File: config.mk
export PLATFORM = sky130hd
export DESIGN_NAME = mem_arbiter_flat
export DESIGN_NICKNAME = d
export VERILOG_FILES = /design/src/rtl/mem_arbiter_pkg.sv /design/src/rtl/mem_arbiter_if.sv /design/src/rtl/mem_arbiter_stats.sv /design/src/rtl/mem_arbiter.sv /design/src/flat_wrapper.sv
export SDC_FILE = /design/constraint.sdc
export NUM_CORES = 1
export LEC_CHECK = 0
export BUFFER_PORTS_ARGS = -buffer_cell sky130_fd_sc_hd__clkbuf_2
export CAP_MARGIN = 25
export CELL_PAD_IN_SITES_DETAIL_PLACEMENT = 0
export CELL_PAD_IN_SITES_GLOBAL_PLACEMENT = 1
export CORE_ASPECT_RATIO = 2
export CORE_MARGIN = 3
export CORE_UTILIZATION = 35
export DETAILED_ROUTE_END_ITERATION = 8
export HOLD_SLACK_MARGIN = 0.15
export PLACE_DENSITY = 0.95
export SKIP_LAST_GASP = 1
export SYNTH_ARGS = -nofsm -noshare
export SYNTH_HDL_FRONTEND = slang
export SYNTH_SLANG_ARGS = --single-unit
File: constraint.sdc
create_clock -name clk -period 2.2 [get_ports clk]
set_input_delay 0.33 -clock clk [delete_from_list [all_inputs] [get_ports clk]]
set_output_delay 0.33 -clock clk [all_outputs]
set_load 0.01 [all_outputs]
File: src/rtl/mem_arbiter_pkg.sv
// Shared types and constants for the IF/MEM single-port memory arbiter.
package mem_arbiter_pkg;

   localparam int unsigned CPU_ADDR_W = 16;
   localparam int unsigned CPU_DATA_W = 16;

   typedef enum logic [2:0] {
      IDLE,
      IRD,
      DRD,
      DWR,
      DONE
   } arb_state_e;

   typedef enum logic {
      GNT_IF = 1'b0,
      GNT_DM = 1'b1
   } grant_e;

   // Latency down-counter width: must hold the value MEM_LAT itself.
   function automatic int unsigned lat_cnt_w(input int unsigned lat);
      return $clog2(lat + 1);
   endfunction

endpackage

File: src/rtl/mem_arbiter_if.sv
// Fetch/data request ports plus the memory macro port of the arbiter.
interface mem_arbiter_if #(
   parameter int unsigned ADDR_W = mem_arbiter_pkg::CPU_ADDR_W,
   parameter int unsigned DATA_W = mem_arbiter_pkg::CPU_DATA_W
);
   logic              if_req;
   logic [ADDR_W-1:0] if_addr;
   logic              if_rdy;
   logic [DATA_W-1:0] if_instr;

   logic              dm_re;
   logic              dm_we;
   logic [ADDR_W-1:0] dm_addr;
   logic [DATA_W-1:0] dm_wdata;
   logic              dm_rdy;
   logic [DATA_W-1:0] dm_rdata;

   logic [ADDR_W-1:0] mem_addr;
   logic              mem_re;
   logic              mem_we;
   logic [DATA_W-1:0] mem_wdata;
   logic [DATA_W-1:0] mem_rdata;

   logic              stall_if;
   logic              stall_mem;

   modport slave (
      input  if_req, if_addr, dm_re, dm_we, dm_addr, dm_wdata, mem_rdata,
      output if_rdy, if_instr, dm_rdy, dm_rdata,
             mem_addr, mem_re, mem_we, mem_wdata, stall_if, stall_mem
   );

   modport master (
      output if_req, if_addr, dm_re, dm_we, dm_addr, dm_wdata, mem_rdata,
      input  if_rdy, if_instr, dm_rdy, dm_rdata,
             mem_addr, mem_re, mem_we, mem_wdata, stall_if, stall_mem
   );

endinterface

File: src/rtl/mem_arbiter_stats.sv
// Saturating stall-cycle counters for the fetch and data ports.
module mem_arbiter_stats #(
   parameter int unsigned CNT_W = 16
) (
   input  logic             clk,
   input  logic             rst,
   input  logic             stall_if,
   input  logic             stall_mem,
   output logic [CNT_W-1:0] stat_if_stall,
   output logic [CNT_W-1:0] stat_mem_stall
);

   always_ff @(posedge clk) begin
      if (rst) begin
         stat_if_stall  <= '0;
         stat_mem_stall <= '0;
      end else begin
         if (stall_if && (stat_if_stall != '1))
            stat_if_stall <= stat_if_stall + CNT_W'(1);
         if (stall_mem && (stat_mem_stall != '1))
            stat_mem_stall <= stat_mem_stall + CNT_W'(1);
      end
   end

endmodule

File: src/rtl/mem_arbiter.sv
// Single-port memory arbiter serialising IF fetches and MEM loads/stores.
// Define MEM_ARBITER_STATS_EN to add the stat_if_stall/stat_mem_stall counters.
module mem_arbiter
   import mem_arbiter_pkg::*;
#(
   parameter int unsigned ADDR_W  = CPU_ADDR_W,
   parameter int unsigned DATA_W  = CPU_DATA_W,
   parameter int unsigned MEM_LAT = 2
) (
   input  logic        clk,
   input  logic        rst,
   mem_arbiter_if.slave bus
`ifdef MEM_ARBITER_STATS_EN
   ,
   output logic [15:0] stat_if_stall,
   output logic [15:0] stat_mem_stall
`endif
);

   localparam int unsigned CNT_W = lat_cnt_w(MEM_LAT);

   arb_state_e        state_q, state_d;
   grant_e            last_q, last_d;
   logic [CNT_W-1:0]  cnt_q, cnt_d;
   logic [ADDR_W-1:0] addr_q, addr_d;
   logic [DATA_W-1:0] wdata_q, wdata_d;
   logic              re_q, re_d;
   logic              we_q, we_d;
   logic              if_rdy_q, if_rdy_d;
   logic              dm_rdy_q, dm_rdy_d;
   logic [DATA_W-1:0] instr_q, instr_d;
   logic [DATA_W-1:0] rdata_q, rdata_d;

   logic dm_req;
   logic fetch_win;

   assign dm_req    = bus.dm_re | bus.dm_we;
   // Data normally wins; a pending fetch wins right after a data grant.
   assign fetch_win = bus.if_req & (~dm_req | (last_q == GNT_DM));

   always_ff @(posedge clk) begin
      if (rst) begin
         state_q  <= IDLE;
         last_q   <= GNT_IF;
         cnt_q    <= '0;
         addr_q   <= '0;
         wdata_q  <= '0;
         re_q     <= 1'b0;
         we_q     <= 1'b0;
         if_rdy_q <= 1'b0;
         dm_rdy_q <= 1'b0;
         instr_q  <= '0;
         rdata_q  <= '0;
      end else begin
         state_q  <= state_d;
         last_q   <= last_d;
         cnt_q    <= cnt_d;
         addr_q   <= addr_d;
         wdata_q  <= wdata_d;
         re_q     <= re_d;
         we_q     <= we_d;
         if_rdy_q <= if_rdy_d;
         dm_rdy_q <= dm_rdy_d;
         instr_q  <= instr_d;
         rdata_q  <= rdata_d;
      end
   end

   always_comb begin
      state_d  = state_q;
      last_d   = last_q;
      cnt_d    = cnt_q;
      addr_d   = addr_q;
      wdata_d  = wdata_q;
      re_d     = 1'b0;
      we_d     = 1'b0;
      if_rdy_d = 1'b0;
      dm_rdy_d = 1'b0;
      instr_d  = instr_q;
      rdata_d  = rdata_q;

      case (state_q)
         IDLE: begin
            if (fetch_win) begin
               state_d = IRD;
               last_d  = GNT_IF;
               addr_d  = bus.if_addr;
               re_d    = 1'b1;
               cnt_d   = CNT_W'(MEM_LAT);
            end else if (dm_req) begin
               last_d = GNT_DM;
               addr_d = bus.dm_addr;
               // A simultaneous read strobe is dropped in favour of the store.
               if (bus.dm_we) begin
                  state_d = DWR;
                  we_d    = 1'b1;
                  wdata_d = bus.dm_wdata;
               end else begin
                  state_d = DRD;
                  re_d    = 1'b1;
                  cnt_d   = CNT_W'(MEM_LAT);
               end
            end
         end
         IRD, DRD: begin
            if (cnt_q == CNT_W'(1)) begin
               state_d = DONE;
               cnt_d   = '0;
               if (state_q == IRD) begin
                  instr_d  = bus.mem_rdata;
                  if_rdy_d = 1'b1;
               end else begin
                  rdata_d  = bus.mem_rdata;
                  dm_rdy_d = 1'b1;
               end
            end else begin
               re_d  = 1'b1;
               cnt_d = cnt_q - CNT_W'(1);
            end
         end
         DWR: begin
            state_d  = DONE;
            dm_rdy_d = 1'b1;
         end
         DONE: begin
            state_d = IDLE;
         end
         default: begin
            state_d = IDLE;
         end
      endcase
   end

   assign bus.mem_addr  = addr_q;
   assign bus.mem_wdata = wdata_q;
   assign bus.mem_re    = re_q;
   assign bus.mem_we    = we_q;
   assign bus.if_rdy    = if_rdy_q;
   assign bus.dm_rdy    = dm_rdy_q;
   assign bus.if_instr  = instr_q;
   assign bus.dm_rdata  = rdata_q;
   assign bus.stall_if  = bus.if_req & ~if_rdy_q;
   assign bus.stall_mem = dm_req & ~dm_rdy_q;

`ifdef MEM_ARBITER_STATS_EN
   mem_arbiter_stats #(.CNT_W(16)) u_stats (
      .clk            (clk),
      .rst            (rst),
      .stall_if       (bus.stall_if),
      .stall_mem      (bus.stall_mem),
      .stat_if_stall  (stat_if_stall),
      .stat_mem_stall (stat_mem_stall)
   );
`endif

endmodule
File: src/flat_wrapper.sv
// flat-port wrapper written by rule: the top's interface ports become plain ports
module mem_arbiter_flat import mem_arbiter_pkg::*;
#(
   parameter int unsigned ADDR_W  = CPU_ADDR_W,
   parameter int unsigned DATA_W  = CPU_DATA_W,
   parameter int unsigned MEM_LAT = 2
)
  (clk, rst, bus_if_req, bus_if_addr, bus_dm_re, bus_dm_we, bus_dm_addr, bus_dm_wdata, bus_mem_rdata, bus_if_rdy, bus_if_instr, bus_dm_rdy, bus_dm_rdata, bus_mem_addr, bus_mem_re, bus_mem_we, bus_mem_wdata, bus_stall_if, bus_stall_mem);
  mem_arbiter_if #(.ADDR_W(ADDR_W), .DATA_W(DATA_W)) bus_i ();
  input  logic clk;
  input  logic rst;
  input wire logic [$bits(bus_i.if_req)-1:0] bus_if_req;
  input wire logic [$bits(bus_i.if_addr)-1:0] bus_if_addr;
  input wire logic [$bits(bus_i.dm_re)-1:0] bus_dm_re;
  input wire logic [$bits(bus_i.dm_we)-1:0] bus_dm_we;
  input wire logic [$bits(bus_i.dm_addr)-1:0] bus_dm_addr;
  input wire logic [$bits(bus_i.dm_wdata)-1:0] bus_dm_wdata;
  input wire logic [$bits(bus_i.mem_rdata)-1:0] bus_mem_rdata;
  output wire logic [$bits(bus_i.if_rdy)-1:0] bus_if_rdy;
  output wire logic [$bits(bus_i.if_instr)-1:0] bus_if_instr;
  output wire logic [$bits(bus_i.dm_rdy)-1:0] bus_dm_rdy;
  output wire logic [$bits(bus_i.dm_rdata)-1:0] bus_dm_rdata;
  output wire logic [$bits(bus_i.mem_addr)-1:0] bus_mem_addr;
  output wire logic [$bits(bus_i.mem_re)-1:0] bus_mem_re;
  output wire logic [$bits(bus_i.mem_we)-1:0] bus_mem_we;
  output wire logic [$bits(bus_i.mem_wdata)-1:0] bus_mem_wdata;
  output wire logic [$bits(bus_i.stall_if)-1:0] bus_stall_if;
  output wire logic [$bits(bus_i.stall_mem)-1:0] bus_stall_mem;
  assign bus_i.if_req = bus_if_req;
  assign bus_i.if_addr = bus_if_addr;
  assign bus_i.dm_re = bus_dm_re;
  assign bus_i.dm_we = bus_dm_we;
  assign bus_i.dm_addr = bus_dm_addr;
  assign bus_i.dm_wdata = bus_dm_wdata;
  assign bus_i.mem_rdata = bus_mem_rdata;
  assign bus_if_rdy = bus_i.if_rdy;
  assign bus_if_instr = bus_i.if_instr;
  assign bus_dm_rdy = bus_i.dm_rdy;
  assign bus_dm_rdata = bus_i.dm_rdata;
  assign bus_mem_addr = bus_i.mem_addr;
  assign bus_mem_re = bus_i.mem_re;
  assign bus_mem_we = bus_i.mem_we;
  assign bus_mem_wdata = bus_i.mem_wdata;
  assign bus_stall_if = bus_i.stall_if;
  assign bus_stall_mem = bus_i.stall_mem;
  mem_arbiter #(.ADDR_W(ADDR_W), .DATA_W(DATA_W), .MEM_LAT(MEM_LAT)) u_core (.clk(clk), .rst(rst), .bus(bus_i));
endmodule
==> results of run 1 <==
power groups by stage:
| stage | combinational (W) | clock, W | sequential (W) |
|---|---|---|---|
| after floorplan | 0.00114 | 0 | 0.00191 |
| after global placement | 0.00157 | 0 | 0.00189 |
| after detailed placement | 0.00161 | 0 | 0.00189 |
| after CTS | 0.00161 | 0.00143 | 0.00187 |
| after global routing | 0.00176 | 0.00149 | 0.00191 |
| final | 0.00158 | 0.00138 | 0.00186 |
flip-flops by register name, summed over array words and instances (netlist names):
name and flops:
u_core.last_q 1, u_core.bus.dm_rdata 16, u_core.bus.mem_re 1, u_core.bus.if_rdy 1, u_core.cnt_q 2, u_core.bus.mem_wdata 16, u_core.bus.mem_addr 16, u_core.bus.dm_rdy 1
u_core.bus.if_instr 16, u_core.bus.mem_we 1, u_core.state_q 3
layout make-up:
type                            count  area, sq um
Clock buffer                       13        280.3
Multi-Input combinational cell    252         1296
Inverter                            2        7.507
Fill cell                         830         4094
Timing Repair Buffer              145        768.2
Sequential cell                    74         1481
Tap cell                           96        120.1
Clock inverter                      2        10.01
routing by layer:
| layer | track usage (%) | wire length [microns] | up-vias |
|---|---|---|---|
| met2 | 28.39 | 4153 | 86 |
| met1 | 17.74 | 2911 | 1282 |
| met5 | 0 | 0 | - |
| li1 | - | - | 1433 |
| met3 | 3.938 | 388 | 12 |
| met4 | 8.264 | 200 | 0 |
cell usage in the layout (no fill, tap or decap), types with 2 or more instances in the layout:
cell | netlist | final
clkinv_2 | 0 | 2
a311oi_1 | 6 | 6
a311oi_2 | 10 | 10
clkbuf_8 | 0 | 4
nor4b_1 | 2 | 2
nand3_1 | 2 | 2
clkbuf_16 | 0 | 9
and3_1 | 2 | 2
a211oi_1 | 2 | 2
buf_12 | 0 | 2
dfxtp_1 | 74 | 74
clkbuf_2 | 0 | 138
buf_4 | 5 | 5
a21oi_1 | 51 | 51
nor2b_1 | 2 | 2
inv_1 | 2 | 2
and2_1 | 2 | 2
nor2_1 | 27 | 27
nand2_1 | 131 | 131
critical path: cells and delay by family (launching register included):
family / cells / cell delay, ns
AO/OA/AOI/OAI: 1 / 0.09
flip-flops: 1 / 0.63
AND/OR/NAND/NOR: 2 / 0.85
per-stage QoR:
step | power, W | worst slack, ns | hold WS, ns | util [%]
after global routing | 0.005152 | 0.3236 | 0.2224 | 49.19
after CTS | 0.004908 | 0.4918 | 0.2048 | 49.19
after global placement | 0.003452 | 0.5361 | 0.4411 | 45.59
after detailed placement | 0.003506 | 0.4690 | 0.4458 | 45.59
after floorplan | 0.003049 | 0.7653 | 0.4407 | -
final | 0.004831 | 0.5026 | 0.2224 | 49.19
logic make-up (layout without fill, tap and decap cells):
group | count (synthesis) | in the layout
simple gates | 174 | 174
compound gates | 76 | 76
flops | 74 | 74
buf+inv | 30 | 162
fa+ha+maj | 1 | 1
xor+xnor | 1 | 1
final timing paths:
kind                                   to  slack (ns)  depth (start not counted)
hold / removal    u_core.bus.mem_wdata[2]        0.22                          3
hold reg to reg   u_core.bus.if_instr[12]        0.45                          2
setup / recovery   u_core.bus.dm_rdata[9]        0.50                          3
setup reg to reg   u_core.bus.dm_rdata[9]        0.50                          3
==> flow_metrics.env, run 1 <==
export IMPL_status="complete, no violations"
export IMPL_ys_top_cells_by_count="nand2_1, dfxtp_1, a21oi_1"
export IMPL_finalClockSkew_ns=0.003450
export IMPL_cts_clk_slew_worst_paths_ns=0.06
export IMPL_total_die_area_sq_um=9592
export IMPL_intPower_w=0.003191
export IMPL_combinational_power_share_pct=32.8
export IMPL_via_per_inst=4.817
export IMPL_clkLatencyLatePin_ns=0.33
export IMPL_async_reset_ff_share_pct=0
export IMPL_start_util_pct=36.44
export IMPL_setup_tns_ns=0
export IMPL_power_share_sequential_pct=38.6
export IMPL_yosys_warnings=0
export IMPL_synth_simple_gate_area_share_pct=24.37
export IMPL_sequential_to_total_area_share_from_yosys_stat_pct=50.45
export IMPL_setup_repair_after_global_routing_missed_its_margin="no"
export IMPL_max_cap_viol_count=0
export IMPL_post_synth_xor_area_fraction_pct=0.2983
export IMPL_postRouteWirelength_microns=7653
export IMPL_report_final_slew_viol_count=0
export IMPL_max_stage_delay_ns=0.63
export IMPL_layout_nets=554
export IMPL_synth_adder_area_share_pct=0.4261
export IMPL_grtUsageTotal_pct=16.18
export IMPL_hold_start="bus_dm_wdata[2]"
export IMPL_crit_path_end_kind="flop"
export IMPL_synth_distinct_cells=32
export IMPL_detail_route_first_pass_iterations=4
export IMPL_cts_root_buf="clkbuf_16"
export IMPL_grt_ovfl_total=0
export IMPL_synth_top_family_by_area="simple AND/OR/NAND/NOR gates"
export IMPL_dp_final_hpwl_microns=5812
export IMPL_post_synth_top_area_cell="dfxtp_1"
export IMPL_place_inst=569
export IMPL_antenna_diode_count=0
export IMPL_ioPinCount=139
export IMPL_clock_power_share_pct=28.6
export IMPL_port_buffer_count=138
export IMPL_muxShareOfSynthArea_pct=0
export IMPL_fin_area_sq_um=3964
export IMPL_syn_inst=356
export IMPL_cp_arrival_ns=1.91
export IMPL_switching_share_pct=33.94
export IMPL_drt_iter0_markers=122
export IMPL_timing_final_hold_violations=0
export IMPL_cts_htree_levels=3
export IMPL_grt_first_pass_wirelength_microns=12240
export IMPL_yosys_cell_count_top_type="nand2_1"
export IMPL_placement_rows=46
export IMPL_report_final_setup_viol=0
export IMPL_cts_root_to_sink_buffers=2
export IMPL_main_area_contributors_after_synthesis="dfxtp_1, nand2_1, a21oi_1"
export IMPL_crit_start="u_core.state_q[1]"
export IMPL_layout_drive_gt1_share_pct=35.45
export IMPL_worstSetupStartpointType="flop"
export IMPL_worst_endpoint_required_ns=2.41
export IMPL_leakage_power_nw=1.757
export IMPL_holdCritPathClass="in -> reg"
export IMPL_cts_setup_buffers=0
export IMPL_cts_made_buffers=9
export IMPL_timing_slew_headroom_pct=55.58
export IMPL_synth_compound_area_share_pct=18.53
export IMPL_ys_seq_elements=74
export IMPL_top_ff_cell_synth="dfxtp_1"
export IMPL_cts_tree="yes"
export IMPL_core_area_sq_um=8058
export IMPL_holdBufCountCts=0
export IMPL_vertical_die_dimension_microns=135.5
export IMPL_place_congestion=0.7888
export IMPL_r2r_start="u_core.state_q[1]"
export IMPL_fmax_ghz=0.5891
export IMPL_path_max_fanout=16
export IMPL_net_count_after_synthesis=426
export IMPL_grt_antenna_before_repair=0
export IMPL_min_period_over_period_pct=77.15
export IMPL_drc=0
export IMPL_die_w_microns=70.77
export IMPL_worst_ir_drop_vdd_uv=699.6
export IMPL_cts_repair_resize_count=0
export IMPL_first_global_vias=2634
export IMPL_layoutNonFillerInstCount=584
export IMPL_critical_path_slowest_cell="dfxtp_1"
export IMPL_area_growth_syn_to_fin_pct=34.98
export IMPL_synth_top_area_share_pct=50.45
export IMPL_cts_sinks=74
export IMPL_edff_count_synth=0
export IMPL_tightest_slew_ns=0.6645
export IMPL_synthesis_area_sq_um=2937
export IMPL_period_minus_slack_ns=1.697
export IMPL_syn_area_per_cell_sq_um=8.249
export IMPL_grt_start_max_net_pins=38
export IMPL_p_switching_w=0.001640
export IMPL_placed_cell_area_sq_um=3674
export IMPL_drt_wirelength_per_cell_microns=13.10
export IMPL_critPathKind="reg -> reg"
export IMPL_pwr_density_cell_nw_per_um2=1219
export IMPL_route_antenna_remaining_nets=0
export IMPL_vias=2813
export IMPL_crit_path_cell_trace="nand3_1 -> nand2_1 -> a21oi_1"
Note: power is estimated with default switching activity, not from simulation.
==> inputs of run 2 (changes only) <==
- CORE_UTILIZATION: 35 -> 29
- PLACE_DENSITY: 0.95 -> 0.86
- clock period: 2.2 -> 1.5 ns (I/O delays scaled with it)
==> flow_metrics.env, run 2 (synthesized netlist as in run 1, its figures left out) <==
export IMPL_vertical_die_dimension_microns=148.3
export IMPL_finalClockSkew_ns=0.005044
export IMPL_cp_arrival_ns=1.67
export IMPL_r2r_end="u_core.state_q[1]"
export IMPL_area_growth_syn_to_fin_pct=57.99
export IMPL_report_final_setup_viol=0
export IMPL_setup_repair_after_global_routing_missed_its_margin="no"
export IMPL_setup_tns_ns=0
export IMPL_placement_rows=51
export IMPL_critical_path_slowest_cell="dfxtp_1"
export IMPL_holdCritPathClass="in -> reg"
export IMPL_total_die_area_sq_um=11440
export IMPL_report_final_slew_viol_count=0
export IMPL_status="complete, no violations"
export IMPL_cts_repair_resize_count=0
export IMPL_drt_wirelength_per_cell_microns=12.84
export IMPL_report_power_total_w=0.008116
export IMPL_period_minus_slack_ns=1.419
export IMPL_mostFrequentLayoutCells="clkbuf_2, nand2_1, dfxtp_1, a21oi_1, dlygate4sd3_1"
export IMPL_max_cap_viol_count=0
export IMPL_cpLargestDelayFamily="compound AO/OA/AOI/OAI gates"
export IMPL_route_antenna_remaining_nets=0
export IMPL_cts_tree="yes"
export IMPL_grt_first_pass_wirelength_microns=14010
export IMPL_worst_hold_slack_ns=0.1649
export IMPL_vias=3093
export IMPL_worstSetupEndpoint="u_core.state_q[1]"
export IMPL_port_buffer_count=138
export IMPL_worstSetupStartpointType="flop"
export IMPL_grtUsageTotal_pct=14.93
export IMPL_drc=0
export IMPL_r2r_start="u_core.state_q[2]"
export IMPL_final_core_util_pct=47.21
export IMPL_critPathKind="reg -> reg"
export IMPL_clkLatencyLatePin_ns=0.32
export IMPL_place_inst=612
export IMPL_crit_path_cell_trace="nor3_4 -> o31a_1 -> buf_4 -> clkbuf_16 -> nand2_1 -> a21oi_1"
export IMPL_grt_start_max_net_pins=75
export IMPL_place_congestion=0.7535
export IMPL_register_to_register_path_setup_slack_ns=0.08
export IMPL_dp_final_hpwl_microns=6043
export IMPL_ioPinCount=139
export IMPL_timing_final_hold_violations=0
export IMPL_reg2reg_depth=6
export IMPL_p_switching_w=0.002560
export IMPL_crit_path_end_kind="flop"
export IMPL_grt_ovfl_total=0
export IMPL_pwr_density_cell_nw_per_um2=1749
export IMPL_cts_htree_levels=3
export IMPL_cts_made_buffers=9
export IMPL_crit_start="u_core.state_q[2]"
export IMPL_cts_root_buf="clkbuf_16"
export IMPL_via_per_inst=4.603
export IMPL_cts_clk_slew_worst_paths_ns=0.05
export IMPL_detail_route_first_pass_iterations=4
export IMPL_combinational_power_share_pct=35.4
export IMPL_worst_ir_drop_vdd_uv=933.1
export IMPL_timing_slew_headroom_pct=75.40
export IMPL_grt_antenna_before_repair=0
export IMPL_cts_root_to_sink_buffers=2
export IMPL_min_period_over_period_pct=94.60
export IMPL_switching_share_pct=31.55
export IMPL_first_global_vias=3112
export IMPL_clock_power_share_pct=32.1
export IMPL_worst_endpoint_required_ns=1.75
export IMPL_fmax_ghz=0.7048
export IMPL_core_area_sq_um=9827
export IMPL_max_stage_delay_ns=0.33
export IMPL_nFillCells=995
export IMPL_die_w_microns=77.16
export IMPL_drt_iter0_markers=88
export IMPL_layout_drive_gt1_share_pct=33.89
export IMPL_layout_commonest_cell="clkbuf_2"
export IMPL_start_util_pct=29.88
export IMPL_layout_nets=605
export IMPL_antenna_diode_count=0
export IMPL_layoutNonFillerInstCount=672
export IMPL_crit_cells=6
export IMPL_intPower_w=0.005556
export IMPL_cts_sinks=74
export IMPL_postRouteWirelength_microns=8627
export IMPL_path_max_fanout=17
export IMPL_cp_buffers_inverters=2
export IMPL_leakage_power_nw=2.030
export IMPL_power_share_sequential_pct=32.5
export IMPL_tightest_slew_ns=0.3690
[run 2: repair_timing]
action / CTS / global route
hold endpoints to repair: 53 / 0
setup buffers: 0 / 2
hold buffers: 41 / 0
setup endpoints to repair: 0 / 17
[run 2: cell type report]
| type | count | area (sq um) | area share [%] |
|---|---|---|---|
| Tap cell | 132 | 165.2 | 3.560 |
| Multi-Input combinational cell | 252 | 1296 | 27.94 |
| Sequential cell | 74 | 1481 | 31.93 |
| Inverter | 2 | 7.507 | 0.1618 |
| Clock buffer | 11 | 242.7 | 5.232 |
| Clock inverter | 5 | 125.1 | 2.697 |
| Timing Repair Buffer | 196 | 1321 | 28.48 |
[run 2: how the worst min path moves through the flow]
stage / depth (start not counted) / from / endpoint
after floorplan: 2 / bus_mem_rdata[0] / u_core.bus.dm_rdata[0]
after global placement: 2 / u_core.bus.dm_rdata[5] / u_core.bus.dm_rdata[5]
after detailed placement: 2 / u_core.bus.mem_wdata[15] / u_core.bus.mem_wdata[15]
after CTS: 3 / bus_dm_addr[0] / u_core.bus.mem_addr[0]
after global routing: 3 / bus_dm_addr[11] / u_core.bus.mem_addr[11]
final: 3 / bus_dm_addr[0] / u_core.bus.mem_addr[0]
[run 2: tightest hold or removal path, cell delays in order]
cell and delay, ns:
clkbuf_2 0.08, nand2_1 0.05, a311oi_1 0.08
[run 2: metrics by stage]
step | instance area, sq um | worst slack, ns
after CTS | 4599 | 0.05017
after floorplan | 2937 | 0.06526
after global placement | 3821 | 0.1447
after global routing | 4639 | 0.004885
after detailed placement | 3821 | 0.06029
final | 4639 | 0.08107
[run 2: power groups by stage]
stage / clock network, W / logic, W / registers [W]
4_1_cts: 0.00268 / 0.00271 / 0.00264
6_report: 0.00260 / 0.00288 / 0.00264
3_5_place_dp: 0 / 0.00263 / 0.00268
5_1_grt: 0.00277 / 0.00316 / 0.00269
2_1_floorplan: 0 / 0.00167 / 0.00280
3_3_place_gp: 0 / 0.00254 / 0.00267
[run 2: layer usage]
layer  part of all wire (%)  vias to the layer above  global-route usage [%]
met1                     36                     1430                   14.67
met2                     56                      105                   28.81
met5                      0                        -                       0
met3                    4.9                       19                   2.667
li1                       -                     1539                       -
met4                    3.4                        0                   7.932
==> inputs of run 3 (changes only) <==
- CELL_PAD_IN_SITES_DETAIL_PLACEMENT: 0 -> 1
- CELL_PAD_IN_SITES_GLOBAL_PLACEMENT: 1 -> 2
- CORE_UTILIZATION: 29 -> 22
- PLACE_DENSITY: 0.86 -> 0.85
==> flow_metrics.env, run 3 (synthesized netlist as in run 1, its figures left out) <==
export IMPL_layout_nets=609
export IMPL_die_w_microns=87.70
export IMPL_holdCritPathClass="in -> reg"
export IMPL_cts_root_to_sink_buffers=2
export IMPL_place_worst_setup_slack_ns=0.04433
export IMPL_hold_start="bus_dm_addr[6]"
export IMPL_vertical_die_dimension_microns=169.4
export IMPL_first_global_vias=3308
export IMPL_grtUsageTotal_pct=13.93
export IMPL_detail_route_first_pass_iterations=4
export IMPL_postRouteWirelength_microns=10440
export IMPL_grt_ovfl_total=0
export IMPL_grt_antenna_before_repair=0
export IMPL_combinational_power_share_pct=36.8
export IMPL_worst_endpoint_required_ns=1.76
export IMPL_crit_path_cell_trace="nor3_4 -> o31a_1 -> buf_4 -> clkbuf_16 -> nand2_1 -> a21oi_1"
export IMPL_period_minus_slack_ns=1.436
export IMPL_crit_path_end_kind="flop"
export IMPL_setup_repair_after_global_routing_missed_its_margin="yes"
export IMPL_tightest_slew_ns=0.4190
export IMPL_report_power_total_w=0.007948
export IMPL_crit_start="u_core.state_q[1]"
export IMPL_area_growth_syn_to_fin_pct=59.01
export IMPL_max_cap_viol_count=0
export IMPL_leakage_power_nw=2.024
export IMPL_core_area_sq_um=13070
export IMPL_port_buffer_count=138
export IMPL_cp_arrival_ns=1.69
export IMPL_worst_ir_drop_vdd_uv=630.0
export IMPL_place_congestion=0.7232
export IMPL_layout_drive_gt1_share_pct=34.38
export IMPL_setup_slack_ns=0.06377
export IMPL_cts_tree="yes"
export IMPL_critPathKind="reg -> reg"
export IMPL_pwr_density_cell_nw_per_um2=1702
export IMPL_placement_rows=59
export IMPL_grt_first_pass_wirelength_microns=16060
export IMPL_intPower_w=0.005209
export IMPL_start_util_pct=22.47
export IMPL_total_die_area_sq_um=14850
export IMPL_timing_final_hold_violations=0
export IMPL_mostFrequentLayoutCells="clkbuf_2, nand2_1, dfxtp_1, a21oi_1, dlygate4sd3_1"
export IMPL_grt_start_max_net_pins=41
export IMPL_setup_tns_ns=0
export IMPL_cts_htree_levels=3
export IMPL_cts_root_buf="clkbuf_16"
export IMPL_drt_wirelength_per_cell_microns=14.99
export IMPL_finalClockSkew_ns=0.007625
export IMPL_cpLargestDelayFamily="compound AO/OA/AOI/OAI gates"
export IMPL_dp_final_hpwl_microns=7329
export IMPL_clkLatencyLatePin_ns=0.33
export IMPL_ioPinCount=139
export IMPL_nFillCells=1593
export IMPL_worstSetupStartpointType="flop"
export IMPL_cp_buffers_inverters=2
export IMPL_via_per_inst=4.568
export IMPL_drc=0
export IMPL_vias=3179
export IMPL_min_period_over_period_pct=95.75
export IMPL_clock_power_share_pct=29.8
export IMPL_antenna_diode_count=0
export IMPL_report_final_slew_viol_count=0
export IMPL_drt_iter0_markers=74
export IMPL_fmax_ghz=0.6963
export IMPL_r2r_start="u_core.state_q[1]"
export IMPL_timing_slew_headroom_pct=72.07
export IMPL_cts_clk_slew_worst_paths_ns=0.06
export IMPL_p_switching_w=0.002739
export IMPL_power_share_sequential_pct=33.4
export IMPL_cts_made_buffers=9
export IMPL_cts_sinks=74
export IMPL_path_max_fanout=18
export IMPL_critical_path_slowest_cell="dfxtp_1"
export IMPL_report_final_setup_viol=0
export IMPL_route_antenna_remaining_nets=0
export IMPL_switching_share_pct=34.46
export IMPL_status="complete, no violations"
export IMPL_multi_input_comb_area_sq_um=1300
export IMPL_seq_area_sq_um=1481
export IMPL_layout_commonest_cell="clkbuf_2"
export IMPL_max_stage_delay_ns=0.34
-- run 3: cell count changes in the layout (fill, tap and decap cells not counted), sizes merged --
cell / before / now
buf: 16 / 17
bufinv: 4 / 2
clkbuf: 150 / 149
clkinvlp: 0 / 2
dlygate4sd3: 41 / 44
inv: 2 / 3
-- run 3: final cells by class --
cell class	count	area share (%)
sequential	74	31.73
timing repair buffer	200	29.18
inverter	2	0.1608
clock buffer	10	5.118
clock inverter	6	1.902
tap	152	4.073
multi-input combinational	252	27.84
-- run 3: routing by layer --
layer / global-route usage (%) / routed length (microns)
met5: 0 / 0
met4: 5.144 / 183
met3: 2.867 / 448
met2: 27.63 / 6088
met1: 13.39 / 3716
-- run 3: timing repair --
item,in CTS,in global routing
setup endpoints to repair,0,47
hold buffers,44,0
gates resized for setup,0,3
setup buffers,0,1
hold endpoints to repair,55,0
-- run 3: power by group through the flow --
stage | registers [W] | clock network, W | logic (W)
after floorplan | 0.00280 | 0 | 0.00167
after global placement | 0.00269 | 0 | 0.00258
after detailed placement | 0.00270 | 0 | 0.00269
after CTS | 0.00266 | 0.00245 | 0.00278
after global routing | 0.00271 | 0.00252 | 0.00323
final | 0.00266 | 0.00237 | 0.00292
-- run 3: worst reg2reg max path, stage by stage (launching register included) --
cell	delay (ns)
dfxtp_1	0.34
nor3_4	0.26
o31a_1	0.25
buf_4	0.15
clkbuf_16	0.19
nand2_1	0.07
a21oi_1	0.11
-- run 3: path summary, 6_finish.rpt --
check | slack (ns) | depth (start not counted) | to
setup / recovery | 0.06 | 6 | u_core.state_q[1]
hold / removal | 0.17 | 3 | u_core.bus.mem_addr[6]
setup reg to reg | 0.06 | 6 | u_core.state_q[1]
hold reg to reg | 0.46 | 2 | u_core.bus.dm_rdata[12]
-- run 3: through the flow --
step	std cells	cell area, sq um	util (%)	hold WS (ns)
floorplan	356	2937	-	0.3610
global placement	634	3861	29.55	0.4420
detailed placement	634	3861	29.55	0.4489
CTS	694	4629	35.43	0.1514
global route	696	4669	35.74	0.1696
finish	696	4669	35.74	0.1700
